## src/rtl/if_stage.sv

```systemverilog
// Instruction-fetch stage for the IITB-RISC pipeline. It owns the PC, drives
// the combinational instr_mem address and fills the IF/ID pipeline register.
module if_stage #(
  parameter logic [15:0] RESET_PC  = 16'h0000,
  parameter logic [15:0] HALT_WORD = 16'hFFFF,
  parameter int unsigned IMEM_SIZE = 200
) (
  input  logic        clk,
  input  logic        rst,
  output logic [15:0] imem_addr,
  input  logic [15:0] imem_data,
  input  logic        stall,
  input  logic        redirect,
  input  logic [15:0] redirect_pc,
  output logic [15:0] pc,
  output logic [15:0] ifid_instr,
  output logic [15:0] ifid_pc,
  output logic [15:0] ifid_pc_plus1,
  output logic        ifid_valid,
  output logic        halted,
  output logic [15:0] fetch_count
);

  localparam int unsigned W         = 16;
  localparam logic [W-1:0] CNT_MAX  = W'(16'hFFFF);

  typedef enum logic {RUN, HALT} state_t;

  state_t       r_state,        w_state_nxt;
  logic [W-1:0] r_pc,           w_pc_nxt;
  logic [W-1:0] r_ifid_instr,   w_ifid_instr_nxt;
  logic [W-1:0] r_ifid_pc,      w_ifid_pc_nxt;
  logic [W-1:0] r_ifid_pc_p1,   w_ifid_pc_p1_nxt;
  logic         r_ifid_valid,   w_ifid_valid_nxt;
  logic         r_halted,       w_halted_nxt;
  logic [W-1:0] r_fetch_count,  w_fetch_count_nxt;

  logic [W-1:0] w_fw;
  logic         w_is_halt;
  logic [W-1:0] w_pc_plus1;

  // Addresses beyond the populated ROM read as the halt terminator.
  assign w_fw       = (32'(r_pc) < IMEM_SIZE) ? imem_data : HALT_WORD;
  assign w_is_halt  = (w_fw == HALT_WORD);
  assign w_pc_plus1 = r_pc + W'(1);

  // Next-state and next-register logic; redirect outranks stall and halt.
  always_comb begin
    w_state_nxt       = r_state;
    w_pc_nxt          = r_pc;
    w_ifid_instr_nxt  = r_ifid_instr;
    w_ifid_pc_nxt     = r_ifid_pc;
    w_ifid_pc_p1_nxt  = r_ifid_pc_p1;
    w_ifid_valid_nxt  = r_ifid_valid;
    w_halted_nxt      = r_halted;
    w_fetch_count_nxt = r_fetch_count;

    if (redirect) begin
      w_pc_nxt         = redirect_pc;
      w_ifid_valid_nxt = 1'b0;
      w_ifid_instr_nxt = '0;
      w_halted_nxt     = 1'b0;
      w_state_nxt      = RUN;
    end else if (!stall) begin
      unique case (r_state)
        RUN: begin
          w_ifid_instr_nxt  = w_fw;
          w_ifid_pc_nxt     = r_pc;
          w_ifid_pc_p1_nxt  = w_pc_plus1;
          w_ifid_valid_nxt  = 1'b1;
          w_fetch_count_nxt = (r_fetch_count == CNT_MAX) ? r_fetch_count
                                                         : r_fetch_count + W'(1);
          if (w_is_halt) begin
            w_halted_nxt = 1'b1;
            w_state_nxt  = HALT;
          end else begin
            w_pc_nxt = w_pc_plus1;
          end
        end
        HALT: begin
          w_ifid_valid_nxt = 1'b0;
        end
        default: begin
          w_state_nxt = RUN;
        end
      endcase
    end
  end

  always_ff @(posedge clk or posedge rst) begin
    if (rst) begin
      r_state       <= RUN;
      r_pc          <= RESET_PC;
      r_ifid_instr  <= '0;
      r_ifid_pc     <= '0;
      r_ifid_pc_p1  <= '0;
      r_ifid_valid  <= 1'b0;
      r_halted      <= 1'b0;
      r_fetch_count <= '0;
    end else begin
      r_state       <= w_state_nxt;
      r_pc          <= w_pc_nxt;
      r_ifid_instr  <= w_ifid_instr_nxt;
      r_ifid_pc     <= w_ifid_pc_nxt;
      r_ifid_pc_p1  <= w_ifid_pc_p1_nxt;
      r_ifid_valid  <= w_ifid_valid_nxt;
      r_halted      <= w_halted_nxt;
      r_fetch_count <= w_fetch_count_nxt;
    end
  end

  // imem_addr is the PC register itself, never a separate copy.
  assign imem_addr     = r_pc;
  assign pc            = r_pc;
  assign ifid_instr    = r_ifid_instr;
  assign ifid_pc       = r_ifid_pc;
  assign ifid_pc_plus1 = r_ifid_pc_p1;
  assign ifid_valid    = r_ifid_valid;
  assign halted        = r_halted;
  assign fetch_count   = r_fetch_count;

endmodule

```

## config.mk

```make
export PLATFORM = sky130hd
export DESIGN_NAME = if_stage
export DESIGN_NICKNAME = d
export VERILOG_FILES = /design/src/rtl/if_stage.sv
export SDC_FILE = /design/constraint.sdc
export NUM_CORES = 1
export LEC_CHECK = 0
export CORE_MARGIN = 2
export CORE_UTILIZATION = 40
export DETAILED_ROUTE_END_ITERATION = 8
export MAX_ROUTING_LAYER = met4
export PLACE_DENSITY = 0.72
export RECOVER_POWER = 50
export SLEW_MARGIN = 5
export SYNTH_ARGS = -nofsm -noshare
export SYNTH_HDL_FRONTEND = slang
export SYNTH_SLANG_ARGS = --single-unit
```

## constraint.sdc

```tcl
create_clock -name clk -period 5.9 [get_ports clk]
set_input_delay 1.475 -clock clk [delete_from_list [all_inputs] [get_ports clk]]
set_output_delay 1.475 -clock clk [all_outputs]
set_load 0.02 [all_outputs]
```

* Word level (Yosys, flattened, before mapping)
Cells that the tools add are included.
** Operators by class
- Add/sub/neg operators :: 2
- Magnitude comparators :: 1
- Equality and inequality tests :: 5
- Muxes and demuxes :: 19
- Bitwise logic cells :: 4
- Reduce and logical (&&, ||, !) cells :: 6
** Operator list (count)
- two-way mux 16 bit :: 8
- adder 16 x 1 -> 16 bit (second input constant) :: 2
- equality test 16 bit (second input constant) :: 2
- < comparator 16 x 8 -> 1 bit (second input constant) :: 1
- two-way mux 1 bit :: 10
- AND reduction 3 bit :: 3
- != test 2 bit (second input constant) :: 2
- inverter 1 bit :: 4
- AND reduction 4 bit :: 1
- != test 2 x 1 -> 1 bit (second input constant) :: 1
- case mux 1 bit (2 select lines) :: 1
- AND reduction 2 bit :: 1
- nonzero test 2 bit :: 1
** Word-level totals
- Flip-flop bits (word level) :: 83
- Input port bits :: 36
- Output and inout port bits :: 98

* Depth between registers and ports, before layout
Gate-level depths: netlist of run 1.
- Depth in word-level cells :: 7
- Depth in mapped cells :: 7
- Gate-level depth less buffers :: 5

* Worst setup path before layout of run 1
OpenSTA, ideal clock, no wires.
- Path kind :: input -> register
- Start :: in redirect
- End :: reg r_fetch_count[15], in the netlist fetch_count[15]
- Library setup time :: 125 ps
- Arrival time :: 2833 ps
- Required time :: 5775 ps
- Path slack :: 2942 ps
- Cell stages on the path :: 6
- Buffers on the path :: 2
- Cells stage by stage :: buf_6 -> or3_4 -> buf_6 -> nor4_4 -> nand3_2 -> mux2_4
** Between the ends
- Longest elaborated chain between the ends :: 2
** Ends and longest elaborated chain
- start, declared :: line 13 : input logic redirect,
- inverter 1 bit (no line)
- AND reduction 4 bit (no line)
- end signal, assigned :: line 108 : r_fetch_count <= w_fetch_count_nxt;
- end, declared :: line 36 : logic [W-1:0] r_fetch_count, w_fetch_count_nxt;
Every way passes these cells.
A chain may end at the register's enable or synchronous reset.

* Worst setup path after layout of run 1
Same ends and word-level chain as after synthesis.

==> results by group, run 1 <==
Placed design
  – Placed inst area: between 5000 and 6000 µm²
  – Input/output buffers: about 130
  – DP Wirelength: slightly below 7 mm
  – GPL Wtd Cong: 0.837
  – Setup WS pre-CTS: 2.08 ns

Clocking
  – TritonCTS clock tree: built
  – CTS Hold Bufs: 0
  – CTS root buf: clkbuf_8
  – Clk sinks: 83
  – Bufs on Longest Clock Path: 2
  – Total setup buffers inserted after CTS: 0
  – Clock latency on the worst-skew pair: approximately 0.34 ns
  – Clock transition at path regs: around 0.08 ns
  – Clock buffer count from CTS: 9
  – PostCTS Resize Cnt: 0
  – Max H-tree Level: 3

Routing
  – DRT Wirelength: 9.71 mm
  – TritonRoute pass-1 iters: 4
  – Vias: 3337
  – Residual DRC: 0
  – Initial DRC count: between 90 and 100
  – Routed WL per cell: around 15 µm
  – Post-route ant nets: 0
  – DR vias/cell: between 5 and 6

Layout
  – Area Overhead vs Synth: 38.4%
  – Area taken by flip-flops and latches: approximately 2100 µm²
  – Post-route cell area: 5420 µm²
  – # diodes: 0
  – Share of post-route cells with drive strength above 1: 0.0688
  – Filler cells: a little under 900
  – # nets final: between 500 and 600
  – Footprint of the multi-input gates: around 1600 µm²

GRT
  – First-pass GRT wire length: 15.3 mm
  – Grt ovf: 0
  – Initial antenna violation count: 0
  – Vias in the first global route: 3166
  – Largest net degree at the start of global routing: 68
  – All-Layer GR Usage: 0.191

Synthesis
  – Synth unique cells: 38
  – Area leader, netlist: dfrtp_1
  – Syn_nets: ~450
  – Largest cells by area after synthesis: dfrtp_1 (53%), nand2_1 (8.3%), xnor2_1 (4.0%)
  – Synth warn: 0
  – Syn Inst Count: 408
  – Syn avg cell area: 9.60 µm²
  – Post-synth top area share: 0.530
  – Post-synth EDFFs: 0
  – Post-synthesis cell area: 3920 µm²
  – Register area share after synthesis: 0.530
  – #FFs+latches synth: 83
  – Ys async rst share: 1.00
  – Main flop type after synthesis: dfrtp_1

Outcome
  – Status: finished with violations
  – Failing checks: max-capacitance violations, max-slew violations

Floorplanning
  – Core footprint: between 9000 and 10000 µm²
  – Die footprint: 10600 µm²
  – Initial Util: 0.406
  – IO Count: 134
  – Chip Width: 103 µm
  – Die Ht: 103 µm
  – Rows: 36

STA
  – Setup violators final: 0
  – Worst Slack Setup Final: 2.05 ns
  – Fin Setup TNS: 0 ns
  – Relative slew slack: -0.0949
  – Fmax: 260 MHz
  – Pins over their slew limit: a little under 70
  – Unrepaired setup endpoints after global routing: no
  – Period utilization: 0.653
  – Final hold vios: 0
  – Worst-Margin Slew: approximately 1.6 ns
  – Final Skew: about 0.012 ns
  – Crit path time final: between 3 and 4 ns

Job
  – Number of max-cap violations: 1

Setup path
  – WP data arrival: 4.08 ns
  – Setup CP Type: in -> reg
  – Slowest CP cell: or3_4
  – Critical Path Stages: 6
  – Reg2Reg Depth: 4
  – Critical Path Source Type: primary input
  – WP data required: 6.13 ns
  – Crit path cell chain: dlygate4sd3_1 > clkbuf_1 > or3_4 > nor4_4 > nand3_2 > mux2_4
  – Crit path buf inv count: 2
  – Top delay family on crit path: simple AND/OR/NAND/NOR gates
  – CP peak stage delay: 0.76 ns
  – CP Max Fanout: 60
  – Crit path capture type: register

Worst hold path
  – Hold Crit Depth: 2
  – Hold crit path type: reg -> reg

Power and ir drop
  – Pwr dens: approximately 290 nW/µm²
  – Worst vdd ir: 126 µV
  – Leakage: around 2.3 nW
==> report_power, final <==
part / internal (mW) / switching [mW]
logic: 0.215 / 0.243
registers: 0.648 / 0.0792
clock network: 0.205 / 0.196
total: 1.07 / 0.518
==> flip-flops by register name, summed over array words and instances, names as in the netlist <==
name,flops
r_state,1
fetch_count,16
halted,1
ifid_pc_plus1,16
ifid_instr,16
imem_addr,16
ifid_pc,16
ifid_valid,1
==> synthesized netlist by cell type, drive strengths merged (4+ instances only) <==
cell and number:
o21ai 31, inv 9, and3 8, nor4 5, nand2 87, nand3 12, nor2 34, o31ai 9
buf 25, or4 8, o211ai 8, xor2 5, xnor2 18, dfrtp 83, nand4 11, mux2 10
a31oi 9, nor3 4, clkbuf 13
==> worst min-delay path: cells and delay by family, from the launching register on <==
family,cells,cell delay [ns]
DFF,1,0.34
AOI/OAI and AO/OA,1,0.06
and+or+nand+nor,1,0.05
==> cells by family after synthesis <==
group | Yosys count | synth area share
buffers and inverters | 47 | 0.0664
and+or+nand+nor | 175 | 0.209
xor gates and xnor gates | 23 | 0.0514
DFF | 83 | 0.530
AOI/OAI and AO/OA | 68 | 0.107
adders and majority gates | 2 | 0.00639
muxes | 10 | 0.0297
==> per-layer routing <==
layer / GRT usage / vias up / share of wire
met5: - / - / 0
met4: 0.0628 / 0 / 0.011
met3: 0.0298 / 11 / 0.047
met2: 0.293 / 100 / 0.47
met1: 0.262 / 1613 / 0.47
li1: - / 1613 / -
==> layout make-up <==
cell class              instances  area share
flip-flops and latches         83       0.383
multi-input cells             278       0.294
repair buffers                137       0.250
well taps                     133      0.0307
clock buffers                  11      0.0261
clock inverters                 5     0.00969
inverters                       9     0.00646
==> final timing paths <==
kind	from	endpoint	slack (ns)
max in group asynchronous	rst	imem_addr[7]$_DFFE_PP0P_	2.24
hold / removal	ifid_instr[11]$_DFFE_PP0P_	ifid_instr[11]$_DFFE_PP0P_	0.48
min in group asynchronous	rst	fetch_count[9]$_DFFE_PP0P_	1.67
setup reg to reg	fetch_count[7]$_DFFE_PP0P_	fetch_count[1]$_DFFE_PP0P_	3.81
hold reg to reg	ifid_instr[11]$_DFFE_PP0P_	ifid_instr[11]$_DFFE_PP0P_	0.48
setup / recovery	redirect	fetch_count[15]$_DFFE_PP0P_	2.05
==> through the flow <==
step / total power, mW / std cells / util / hold WS, ns
final: 1.59 / 656 / 0.562 / 0.475
after global routing: 1.68 / 656 / 0.562 / 0.503
after CTS: 1.62 / 656 / 0.563 / 0.488
after detailed placement: 1.22 / 640 / 0.543 / 0.465
after global placement: 1.21 / 640 / 0.543 / 0.464
after floorplan: 0.978 / 408 / - / 0.534
==> layout by cell type (no fill, tap or decap), types with 2 or more instances in the layout <==
master and instances:
o21ai_0 30, o2111ai_1 2, or4_1 8, and4_1 2, nand2_1 87, xor2_1 5
inv_1 8, mux2_2 9, nor3_1 3, dlygate4sd3_1 42, clkdlybuf4s50_1 91, xnor2_1 18
nor2_1 34, and3_1 8, a31oi_1 9, or3_1 2, nand3_1 11, clkbuf_1 2
clkbuf_8 10, dfrtp_1 83, o21a_1 2, nand4_1 11, nor4_1 4, buf_4 2
ha_1 2, a21oi_1 3, o31ai_1 9, o211ai_1 8, clkinv_2 3
No activity file was read; power rests on OpenSTA's default activity.
==> run 2: changes to the inputs <==
PLACE_DENSITY = 0.75   (was 0.72)
clock period = 3.4 ns   (was 5.9 ns; I/O delays follow)
==> run 2 against run 1 <==
  * The run still ends with max-capacitance violations, max-slew violations left
  * Die area unchanged
  * Worst hold slack worse by 0.0047 ns
  * Largest power group unchanged
  * Count of clock-buffer cells in the layout down 1
  * Clock power up 81%
  * Setup slack worse by 1.4 ns
  * Utilization up 0.45 points
  * Via count up 0.96%
  * Cell count up 0.30%
  * First-iteration DRC count up 19%
  * Total power up 77%
==> results by group, run 2 (same netlist as run 1, synthesis figures left out) <==
Outcome
  – Status: finished with violations (unchanged)
  – Failing checks: max-capacitance violations, max-slew violations (unchanged)

Routing
  – Routed WL per cell: 15.2 µm (was 14.8 µm)
  – DRT Wirelength: 10.0 mm (was 9.71 mm)
  – Post-route ant nets: 0 (unchanged)
  – DR vias/cell: 5.12 (was 5.09)
  – Residual DRC: 0 (unchanged)
  – TritonRoute pass-1 iters: 4 (unchanged)
  – Initial DRC count: 111 (was 93)
  – Vias: 3369 (was 3337)

GRT
  – Met1 Use GR: 0.267 (was 0.262)
  – Most Used Layer, Global Route: met2 (unchanged)
  – Largest net degree at the start of global routing: 59 (was 68)
  – Met2 Use GR: 0.320 (was 0.293)
  – First-pass GRT wire length: 16.3 mm (was 15.3 mm)
  – Initial antenna violation count: 0 (unchanged)
  – Vias in the first global route: 3375 (was 3166)
  – Grt ovf: 0 (unchanged)
  – Met3 usage: 0.0346 (was 0.0298)
  – All-Layer GR Usage: 0.203 (was 0.191)

STA
  – Pins over their slew limit: 33 (was 68)
  – Final hold vios: 0 (unchanged)
  – Crit path time final: 2.73 ns
  – Worst Slack Setup Final: 0.668 ns (was 2.05 ns)
  – Fmax: ~370 MHz
  – Period utilization: 0.803
  – Worst hold slack: 0.470 ns (was 0.475 ns)
  – Fin Setup TNS: 0 ns (unchanged)
  – Final Skew: 0.0135 ns (was 0.0120 ns)
  – Worst-Margin Slew: 1.54 ns (was 1.64 ns)
  – Unrepaired setup endpoints after global routing: no (unchanged)
  – Setup violators final: 0 (unchanged)
  – Relative slew slack: -0.0341 (was -0.0949)

Setup path
  – Reg2Reg Depth: 4 (unchanged)
  – Crit path capture type: register (unchanged)
  – CP Max Fanout: 22 (was 60)
  – Crit path buf inv count: 3 (was 2)
  – Worst reg2reg path endpoint: fetch_count[1]$_DFFE_PP0P_ (unchanged)
  – Slowest CP cell: dlygate4sd3_1 (was or3_4)
  – Top delay family on crit path: buffers and inverters (was simple AND/OR/NAND/NOR gates)
  – Critical Path Source Type: primary input (unchanged)
  – Setup CP Type: in -> reg (unchanged)
  – Flop-to-flop setup slack: 1.20 ns (was 3.81 ns)
  – Crit path cell chain: dlygate4sd3_1 > clkbuf_1 > nor3_4 > buf_4 > nand2_1 > a31o_2 > nand3_1 (was dlygate4sd3_1 > clkbuf_1 > or3_4 > nor4_4 > nand3_2 > mux2_4)
  – CP startpoint: redirect (unchanged)
  – Critical Path End: ifid_pc_plus1[12]$_DFFE_PP0P_ (was fetch_count[15]$_DFFE_PP0P_)
  – Critical Path Stages: 7 (was 6)
  – WP data required: 3.69 ns (was 6.13 ns)
  – Worst flop-to-flop path startpoint: fetch_count[6]$_DFFE_PP0P_ (was fetch_count[7]$_DFFE_PP0P_)
  – CP peak stage delay: 0.56 ns (was 0.76 ns)
  – WP data arrival: 3.03 ns (was 4.08 ns)

Power and ir drop
  – Pwr Total: 2.81 mW (was 1.59 mW)
  – Leakage: 2.29 nW (was 2.31 nW)
  – Worst vdd ir: 260 µV (was 126 µV)
  – Pwr dens: 514 nW/µm² (was 293 nW/µm²)

Floorplanning
  – Initial Util: 0.406 (unchanged)
  – IO Count: 134 (unchanged)
  – Core footprint: 9640 µm² (unchanged)
  – Chip Width: 103 µm (unchanged)
  – Die Ht: 103 µm (unchanged)
  – Die footprint: 10600 µm² (unchanged)
  – Rows: 36 (unchanged)

Job
  – Number of max-cap violations: 1 (unchanged)

Clocking
  – Clock latency on the worst-skew pair: 0.35 ns (was 0.34 ns)
  – CTS Hold Bufs: 0 (unchanged)
  – Bufs on Longest Clock Path: 2 (unchanged)
  – Total setup buffers inserted after CTS: 0 (unchanged)
  – Clock transition at path regs: 0.09 ns (was 0.08 ns)
  – PostCTS Resize Cnt: 0 (unchanged)
  – CTS root buf: clkbuf_8 (unchanged)
  – Max H-tree Level: 3 (unchanged)
  – Clk sinks: 83 (unchanged)
  – TritonCTS clock tree: built (unchanged)
  – Clock buffer count from CTS: 9 (unchanged)

Placed design
  – GPL Wtd Cong: 0.820 (was 0.837)
  – Setup WS pre-CTS: 0.631 ns (was 2.08 ns)
  – Input/output buffers: 133 (unchanged)
  – DP Wirelength: 7.04 mm (was 6.79 mm)

Layout
  – Area taken by flip-flops and latches: 2080 µm² (unchanged)
  – Commonest non-fill, non-tap cell in the layout: clkdlybuf4s50_1 (unchanged)
  – Final core area utilization: 0.567 (was 0.562)
  – Share of post-route cells with drive strength above 1: 0.0743 (was 0.0688)
  – # diodes: 0 (unchanged)
  – Filler cells: 889 (was 894)
  – Area Overhead vs Synth: 39.5% (was 38.4%)
  – Commonest cells after routing, fill and taps aside: clkdlybuf4s50_1 (115), nand2_1 (87), dfrtp_1 (83), nor2_1 (34), o21ai_0 (31) (was clkdlybuf4s50_1 (91), nand2_1 (87), dfrtp_1 (83), dlygate4sd3_1 (42), nor2_1 (34))
  – Footprint of the multi-input gates: 1590 µm² (unchanged)
  – # nets final: 559 (was 556)

Worst hold path
  – Hold crit path type: reg -> reg (unchanged)
  – Hold Crit Depth: 2 (unchanged)
## run 2: cell type report
cell class	count	share of cell area
inverter	9	0.00641
tap	133	0.0304
clock buffer	10	0.0252
timing repair buffer	140	0.255
multi-input combinational	278	0.292
clock inverter	5	0.0114
sequential	83	0.380
## run 2: metrics by stage
stage,cell area [µm²],std cells
global placement,5270,643
floorplan,3920,408
detailed placement,5270,643
CTS,5470,658
finish,5470,658
global route,5470,658
## run 2: worst min path at each step
stage | startpoint | end | slack (ns)
5_1_grt | ifid_pc[13]$_DFFE_PP0P_ | ifid_pc[13]$_DFFE_PP0P_ | 0.51
3_5_place_dp | ifid_pc[0]$_DFFE_PP0P_ | ifid_pc[0]$_DFFE_PP0P_ | 0.46
2_1_floorplan | r_state$_DFFE_PP0P_ | r_state$_DFFE_PP0P_ | 0.53
6_report | ifid_pc[3]$_DFFE_PP0P_ | ifid_pc[3]$_DFFE_PP0P_ | 0.47
4_1_cts | ifid_pc[3]$_DFFE_PP0P_ | ifid_pc[3]$_DFFE_PP0P_ | 0.48
3_3_place_gp | ifid_pc[5]$_DFFE_PP0P_ | ifid_pc[5]$_DFFE_PP0P_ | 0.46
## run 2: worst reg2reg max path: stages, from the launching register on
cell and delay (ns):
dfrtp_1 0.47, nand4_1 0.15, or4_1 0.73, o21ai_0 0.38, mux2_2 0.37
## run 2: layer usage
layer / up-vias / part of all wire / wire length, µm
met5: - / 0 / 0
met4: 0 / 0.014 / 145
met3: 11 / 0.058 / 583
met2: 110 / 0.48 / 4770
met1: 1636 / 0.45 / 4520
li1: 1612 / - / -
## run 2: power by group
group	total [mW]	internal [mW]	switching, mW
sequential	1.27	1.13	0.141
clock	0.724	0.359	0.365
combinational	0.819	0.394	0.425
